`src/rtl/maxpool_frame_sequencer_pkg.sv`:
```
// Shared types and defaults for the max-pool frame sequencer.
// Holds the FSM state enum, default dimensions and a width helper.
package maxpool_pkg;

    typedef enum logic [1:0] {
        IDLE  = 2'd0,
        RUN   = 2'd1,
        DRAIN = 2'd2,
        DONE  = 2'd3
    } mp_state_t;

    localparam int MP_WIDTH    = 224;
    localparam int MP_HEIGHT   = 224;
    localparam int MP_CHANNELS = 64;
    localparam int MP_PIPE_LAT = 2;

    // Index width for n entries, never narrower than one bit.
    function automatic int clog2_min1(input int n);
        int r;
        r = $clog2(n);
        return (r < 1) ? 1 : r;
    endfunction

endpackage

```
`src/rtl/maxpool_frame_sequencer_if.sv`:
```
// Handshake and strobe bundle between the pixel source and the pooling datapath.
// master: drives start/valid_in. slave: the sequencer, drives all strobes.
interface maxpool_frame_sequencer_if #(
    parameter int CW = 8,
    parameter int KW = 6
);
    logic          start;
    logic          valid_in;
    logic          busy;
    logic          lb_wr_en;
    logic          lb_rd_en;
    logic [CW-1:0] lb_addr;
    logic          win_en;
    logic          valid_out;
    logic [KW-1:0] ch_idx;
    logic          frame_done;
    logic          overrun;

    modport master (
        output start, valid_in,
        input  busy, lb_wr_en, lb_rd_en, lb_addr, win_en,
        input  valid_out, ch_idx, frame_done, overrun
    );

    modport slave (
        input  start, valid_in,
        output busy, lb_wr_en, lb_rd_en, lb_addr, win_en,
        output valid_out, ch_idx, frame_done, overrun
    );
endinterface

```
`src/rtl/maxpool_frame_sequencer_pool_valid_delay.sv`:
```
// PIPE_LAT-stage 1-bit shift register with async active-high reset.
// Ports: clk, rst, d_i (input bit), q_o (d_i delayed by PIPE_LAT cycles).
module pool_valid_delay #(
    parameter int PIPE_LAT = 2
) (
    input  logic clk,
    input  logic rst,
    input  logic d_i,
    output logic q_o
);
    logic [PIPE_LAT-1:0] sr_q;
    logic [PIPE_LAT-1:0] sr_d;

    generate
        if (PIPE_LAT == 1) begin : g_one
            assign sr_d = d_i;
        end else begin : g_many
            assign sr_d = {sr_q[PIPE_LAT-2:0], d_i};
        end
    endgenerate

    always_ff @(posedge clk or posedge rst) begin
        if (rst) begin
            sr_q <= '0;
        end else begin
            sr_q <= sr_d;
        end
    end

    assign q_o = sr_q[PIPE_LAT-1];
endmodule

```
`src/rtl/maxpool_frame_sequencer.sv`:
```
// Frame sequencer for 2x2 stride-2 max pooling: tracks col/row/channel,
// issues line-buffer strobes and window enables, and delays them to valid_out.
// Ports: clk, rst (async, active high), bus (slave modport of the bundle).
module maxpool_frame_sequencer
    import maxpool_pkg::*;
#(
    parameter int WIDTH    = MP_WIDTH,
    parameter int HEIGHT   = MP_HEIGHT,
    parameter int CHANNELS = MP_CHANNELS,
    parameter int PIPE_LAT = MP_PIPE_LAT
) (
    input  logic                      clk,
    input  logic                      rst,
    maxpool_frame_sequencer_if.slave  bus
);
    localparam int CW = clog2_min1(WIDTH);
    localparam int RW = clog2_min1(HEIGHT);
    localparam int KW = clog2_min1(CHANNELS);

    mp_state_t     state_q;
    logic [CW-1:0] col_q, col_d;
    logic [RW-1:0] row_q, row_d;
    logic [KW-1:0] ch_q, ch_d;
    logic          busy_q;
    logic          done_q;

    logic beat;
    logic col_last, row_last, ch_last;
    logic last_beat;
    logic win;
    logic drain_tap;

    assign beat      = bus.valid_in & (state_q == RUN);
    assign col_last  = (col_q == CW'(WIDTH - 1));
    assign row_last  = (row_q == RW'(HEIGHT - 1));
    assign ch_last   = (ch_q == KW'(CHANNELS - 1));
    assign last_beat = beat & col_last & row_last & ch_last;
    assign win       = beat & row_q[0] & col_q[0];

    always_comb begin
        col_d = col_q;
        row_d = row_q;
        ch_d  = ch_q;
        if (state_q == IDLE && bus.start) begin
            col_d = '0;
            row_d = '0;
            ch_d  = '0;
        end else if (beat) begin
            col_d = col_last ? '0 : col_q + CW'(1);
            if (col_last) begin
                row_d = row_last ? '0 : row_q + RW'(1);
                if (row_last) begin
                    ch_d = ch_last ? '0 : ch_q + KW'(1);
                end
            end
        end
    end

    always_ff @(posedge clk or posedge rst) begin
        if (rst) begin
            state_q <= IDLE;
            col_q   <= '0;
            row_q   <= '0;
            ch_q    <= '0;
            busy_q  <= 1'b0;
            done_q  <= 1'b0;
        end else begin
            col_q <= col_d;
            row_q <= row_d;
            ch_q  <= ch_d;
            unique case (state_q)
                IDLE: begin
                    if (bus.start) begin
                        state_q <= RUN;
                        busy_q  <= 1'b1;
                    end
                end
                RUN: begin
                    if (last_beat) begin
                        state_q <= DRAIN;
                    end
                end
                DRAIN: begin
                    // drain_tap is last_beat seen PIPE_LAT cycles later
                    if (drain_tap) begin
                        state_q <= DONE;
                        done_q  <= 1'b1;
                    end
                end
                DONE: begin
                    state_q <= IDLE;
                    busy_q  <= 1'b0;
                    done_q  <= 1'b0;
                end
                default: begin
                    state_q <= IDLE;
                end
            endcase
        end
    end

    pool_valid_delay #(.PIPE_LAT(PIPE_LAT)) u_vout_dly (
        .clk (clk),
        .rst (rst),
        .d_i (win),
        .q_o (bus.valid_out)
    );

    pool_valid_delay #(.PIPE_LAT(PIPE_LAT)) u_drain_dly (
        .clk (clk),
        .rst (rst),
        .d_i (last_beat),
        .q_o (drain_tap)
    );

    assign bus.lb_wr_en   = beat & ~row_q[0];
    assign bus.lb_rd_en   = beat & row_q[0];
    assign bus.win_en     = win;
    assign bus.lb_addr    = col_q;
    assign bus.ch_idx     = ch_q;
    assign bus.busy       = busy_q;
    assign bus.frame_done = done_q;
    assign bus.overrun    = bus.valid_in & (state_q != RUN);
endmodule

```
`src/flat_wrapper.sv`:
```
// flat-port wrapper written by rule: the top's interface ports become plain ports
module maxpool_frame_sequencer_flat import maxpool_pkg::*;
#(
    parameter int WIDTH    = MP_WIDTH,
    parameter int HEIGHT   = MP_HEIGHT,
    parameter int CHANNELS = MP_CHANNELS,
    parameter int PIPE_LAT = MP_PIPE_LAT
)
  (clk, rst, bus_start, bus_valid_in, bus_busy, bus_lb_wr_en, bus_lb_rd_en, bus_lb_addr, bus_win_en, bus_valid_out, bus_ch_idx, bus_frame_done, bus_overrun);
  maxpool_frame_sequencer_if #(.CW(2), .KW(1)) bus_i ();
  input  logic clk;
  input  logic rst;
  input wire logic [$bits(bus_i.start)-1:0] bus_start;
  input wire logic [$bits(bus_i.valid_in)-1:0] bus_valid_in;
  output wire logic [$bits(bus_i.busy)-1:0] bus_busy;
  output wire logic [$bits(bus_i.lb_wr_en)-1:0] bus_lb_wr_en;
  output wire logic [$bits(bus_i.lb_rd_en)-1:0] bus_lb_rd_en;
  output wire logic [$bits(bus_i.lb_addr)-1:0] bus_lb_addr;
  output wire logic [$bits(bus_i.win_en)-1:0] bus_win_en;
  output wire logic [$bits(bus_i.valid_out)-1:0] bus_valid_out;
  output wire logic [$bits(bus_i.ch_idx)-1:0] bus_ch_idx;
  output wire logic [$bits(bus_i.frame_done)-1:0] bus_frame_done;
  output wire logic [$bits(bus_i.overrun)-1:0] bus_overrun;
  assign bus_i.start = bus_start;
  assign bus_i.valid_in = bus_valid_in;
  assign bus_busy = bus_i.busy;
  assign bus_lb_wr_en = bus_i.lb_wr_en;
  assign bus_lb_rd_en = bus_i.lb_rd_en;
  assign bus_lb_addr = bus_i.lb_addr;
  assign bus_win_en = bus_i.win_en;
  assign bus_valid_out = bus_i.valid_out;
  assign bus_ch_idx = bus_i.ch_idx;
  assign bus_frame_done = bus_i.frame_done;
  assign bus_overrun = bus_i.overrun;
  maxpool_frame_sequencer #(.WIDTH(WIDTH), .HEIGHT(HEIGHT), .CHANNELS(CHANNELS), .PIPE_LAT(PIPE_LAT)) u_core (.clk(clk), .rst(rst), .bus(bus_i));
endmodule
```
`config.mk`:
```
export PLATFORM = sky130hd
export DESIGN_NAME = maxpool_frame_sequencer_flat
export DESIGN_NICKNAME = d
export VERILOG_FILES = /design/src/rtl/maxpool_frame_sequencer_pkg.sv /design/src/rtl/maxpool_frame_sequencer_if.sv /design/src/rtl/maxpool_frame_sequencer_pool_valid_delay.sv /design/src/rtl/maxpool_frame_sequencer.sv /design/src/flat_wrapper.sv
export SDC_FILE = /design/constraint.sdc
export NUM_CORES = 1
export LEC_CHECK = 0
export CAP_MARGIN = 10
export CORE_UTILIZATION = 55
export DETAILED_ROUTE_END_ITERATION = 8
export HOLD_SLACK_MARGIN = 0.06
export PLACE_DENSITY = 0.78
export SYNTH_ARGS = -nofsm -noshare
export SYNTH_HDL_FRONTEND = slang
export SYNTH_SLANG_ARGS = --single-unit
```
`constraint.sdc`:
```
create_clock -name clk -period 2.2 [get_ports clk]
set_input_delay 0.44 -clock clk [delete_from_list [all_inputs] [get_ports clk]]
set_output_delay 0.44 -clock clk [all_outputs]
set_load 0.1 [all_outputs]
```
==> results by group <==
Run status
  – Status: finished, final reports clean

Pwr
  – Cell Pwr Density: 726 nW/um^2
  – Peak supply drop: 0.808 mV
  – LEAKAGE: 0.898 nW

Logic synthesis
  – Post-synthesis sequential area ratio: 47.7%
  – Area contributors post-synth: dfrtp_1 48%, ha_1 6.4%, nor2_1 4.1%, a21oi_1 3.5%, nand2_1 3.3%
  – Yosys top cell area share: 47.7%
  – Synthesized area: 1580 sq um
  – Ys Warns: 0
  – Count of unique library cells instantiated by Yosys: 36
  – Number of synthesized register bits: 30
  – Area leader, netlist: dfrtp_1
  – Post-Synthesis Cells: 159
  – Mapped Avg Cell Area: 9.91 sq um
  – Syn_nets: 171

Timing
  – Setup violations, final: 0
  – Clock skew: 13.6 ps
  – Final hold vios: 0
  – Setup TNS: 0 ps
  – Worst slew pin tran: 486 ps
  – Post-layout minimum cycle time: 2120 ps
  – RSZ-0062 raised after global routing: no
  – Peak Freq: 0.472 GHz
  – Fin. max-slew vios: 0
  – Slew headroom: 67.6%
  – Tcrit/Tclk final: 96.2%
  – Hold Slack: 357 ps

Route
  – Via count: 1,230
  – Antenna viol nets, final: 0
  – DR iter-0 viols: 65
  – DRT Wirelength: 3140 microns
  – Router iterations before antenna repair: 4
  – Via/cell ratio: 5.75
  – Remaining DRCs: 0
  – Post-DR wirelength/cell: 14.6 microns

CTS
  – Clk sinks: 30
  – CTS tree: done
  – Worst-path clk slew: 90 ps
  – CTS Buffer Depth: 2
  – Worst skew pair latency: 330 ps
  – Post-CTS Repair Setup Buffers: 0
  – Total CTS buffers: 5
  – H-Tree Depth: 2
  – Root Buffer: clkbuf_4

Min path
  – Worst min path class: reg -> reg
  – HP Start: u_core.u_drain_dly.sr_q[0]
  – Hold Path Depth: 0
  – Hold Path End: u_core.u_drain_dly.sr_q[1]

Cells and area
  – NumNets Final: 194
  – Layout area overhead: 20.4%
  – Storage cell area: 752 sq um
  – Filler cells: 213
  – Share of post-route cells with drive strength above 1: 21.9%
  – Number of diodes: 0
  – Multi-input gate area: 785 sq um

Critical path
  – Largest stage delay, worst path: 420 ps
  – WP data arrival: 1680 ps
  – Startpoint types: flop
  – Crit-path cells: inv_1, ha_4, and2_4, and3_2, buf_12
  – CP Max Fanout: 5
  – Worst r2r src: u_core.row_q[1]
  – R2R Path End: u_core.state_q[1]
  – Worst r2r path cells: 6
  – CP required: 1760 ps
  – Worst path slowest cell: dfrtp_1
  – Worst setup EP type: output port
  – Flop2flop setup slack: 220 ps
  – CP Class: reg -> out

Global routing
  – Vias in the first global route: 1,183
  – Overflow after GRT: 0
  – First-pass GRT wire length: 5190 microns
  – Largest net degree at the start of global routing: 24
  – Total GRT Usage: 22.0%
  – Initial antenna violation count: 0

Placed design
  – PortBufs: 13
  – HPWL Detailed: 2340 microns
  – Gpl congestion: 0.838

Floorplan
  – Die area: 3080 sq um
  – Die Height: 55.5 microns
  – I/O Pins: 14
  – Initial Util: 57.6%
  – Core ar.: 2730 sq um
  – Row Count: 19
  – Die W: 55.5 microns

Job
  – Max_cap viols: 0
## cell usage after synthesis
cell type and number:
a21oi_1 11, a221o_1 1, a311oi_1 1, and2_1 3
and3_1 4, and3_2 1, buf_2 1, buf_4 4
clkbuf_1 2, dfrtp_1 30, ha_1 8, inv_1 5
mux2_1 1, mux2i_1 3, nand2_1 14, nand2b_2 1
nand3_1 6, nand3_4 1, nand4_1 7, nand4_2 1
nand4b_1 1, nand4b_2 1, nor2_1 17, nor2_2 1
nor2b_1 3, nor3_1 7, nor3_4 1, nor4_1 1
o21ai_0 4, o21ai_1 1, o2bb2ai_1 1, o31ai_1 1
or3_1 4, or4_1 1, xnor2_1 4, xor2_1 6
## how the worst max path moves through the flow
stage,start,end,slack (ps),cells after the start
after floorplan,u_core.state_q[1],bus_lb_wr_en,140,4
after global placement,bus_valid_in,bus_win_en,100,4
after detailed placement,bus_valid_in,u_core.ch_q[5],20,5
after CTS,u_core.state_q[1],bus_win_en,6,5
after global routing,u_core.state_q[1],bus_win_en,10,5
final,u_core.state_q[1],bus_win_en,80,5
## routing by layer
layer | vias to the layer above | track usage (%) | routed length, microns
li1 | 599 | - | -
met1 | 601 | 26.9 | 1360
met2 | 24 | 35.3 | 1580
met3 | 6 | 7.03 | 138
met4 | 0 | 10.7 | 57
met5 | - | 0 | 0
## worst max-delay path, delay by kind of cell, from the launching register on
kind / cells / cell delay (ps)
adders and majority gates: 1 / 190
buffers and inverters: 2 / 320
DFF: 1 / 420
and+or+nand+nor: 2 / 400
## cells in the final DEF (no fill, tap or decap), types with 2 or more instances in the layout
cell type,synthesis,layout
a21oi_1,11,11
and2_1,3,2
and3_1,4,3
and3_2,1,2
buf_12,0,5
buf_4,4,15
clkbuf_4,0,5
clkdlybuf4s50_1,0,3
dfrtp_1,30,29
ha_1,8,7
inv_1,5,5
mux2i_1,3,3
nand2_1,14,14
nand3_1,6,6
nand4_1,7,7
nor2_1,17,16
nor2_2,1,2
nor2b_1,3,2
nor3_1,7,7
o21ai_0,4,4
or3_1,4,4
xnor2_1,4,4
xor2_1,6,6
## cells by family (layout without fill, tap and decap cells)
group | Yosys count | in the layout | share of synthesized area [%]
xor+xnor | 10 | 10 | 5.56
flops | 30 | 30 | 47.7
compound gates | 20 | 20 | 7.31
buf+inv | 12 | 36 | 3.89
mux | 4 | 4 | 2.62
fa+ha+maj | 8 | 8 | 6.35
simple gates | 75 | 75 | 26.6
## cell type report
| type | instances | area share, % |
|---|---|---|
| Clock inverter | 1 | 0.264 |
| Sequential cell | 30 | 39.6 |
| Clock buffer | 7 | 2.90 |
| Multi-Input combinational cell | 117 | 41.4 |
| Tap cell | 31 | 2.04 |
| Timing Repair Buffer | 23 | 12.8 |
| Inverter | 5 | 0.989 |
## per-stage QoR
stage / power (mW) / cell area (sq um) / instances / setup slack [ps] / utilization [%]
after floorplan: 0.969 / 1580 / 159 / 140 / -
after global placement: 1.03 / 1820 / 206 / 97.7 / 66.6
after detailed placement: 1.05 / 1820 / 206 / 16.7 / 66.6
after CTS: 1.39 / 1890 / 214 / 6.09 / 69.0
after global routing: 1.45 / 1900 / 214 / 10.2 / 69.4
final: 1.38 / 1900 / 214 / 82.9 / 69.4
## sequential cells by signal, indices dropped and copies added (netlist names)
register                 flops
u_core.bus.frame_done        1
u_core.col_q                 8
u_core.ch_q                  6
u_core.u_drain_dly.sr_q      2
u_core.state_q               2
u_core.row_q                 8
u_core.u_vout_dly.sr_q       2
u_core.bus.busy              1
## power by group
part | total [mW] | switching, mW | internal [mW]
Combinational | 0.364 | 0.247 | 0.116
Sequential | 0.673 | 0.0665 | 0.607
Clock | 0.339 | 0.185 | 0.155
Total | 1.38 | 0.499 | 0.877
## what timing repair did
item / 4_1_cts / 5_1_grt
hold buffers: 0 / 0
setup endpoints to repair: 1 / 1
resized for setup: 2 / 2
hold endpoints to repair: 0 / 0
cloned: 0 / 0
No activity file was read; power rests on OpenSTA's default activity.
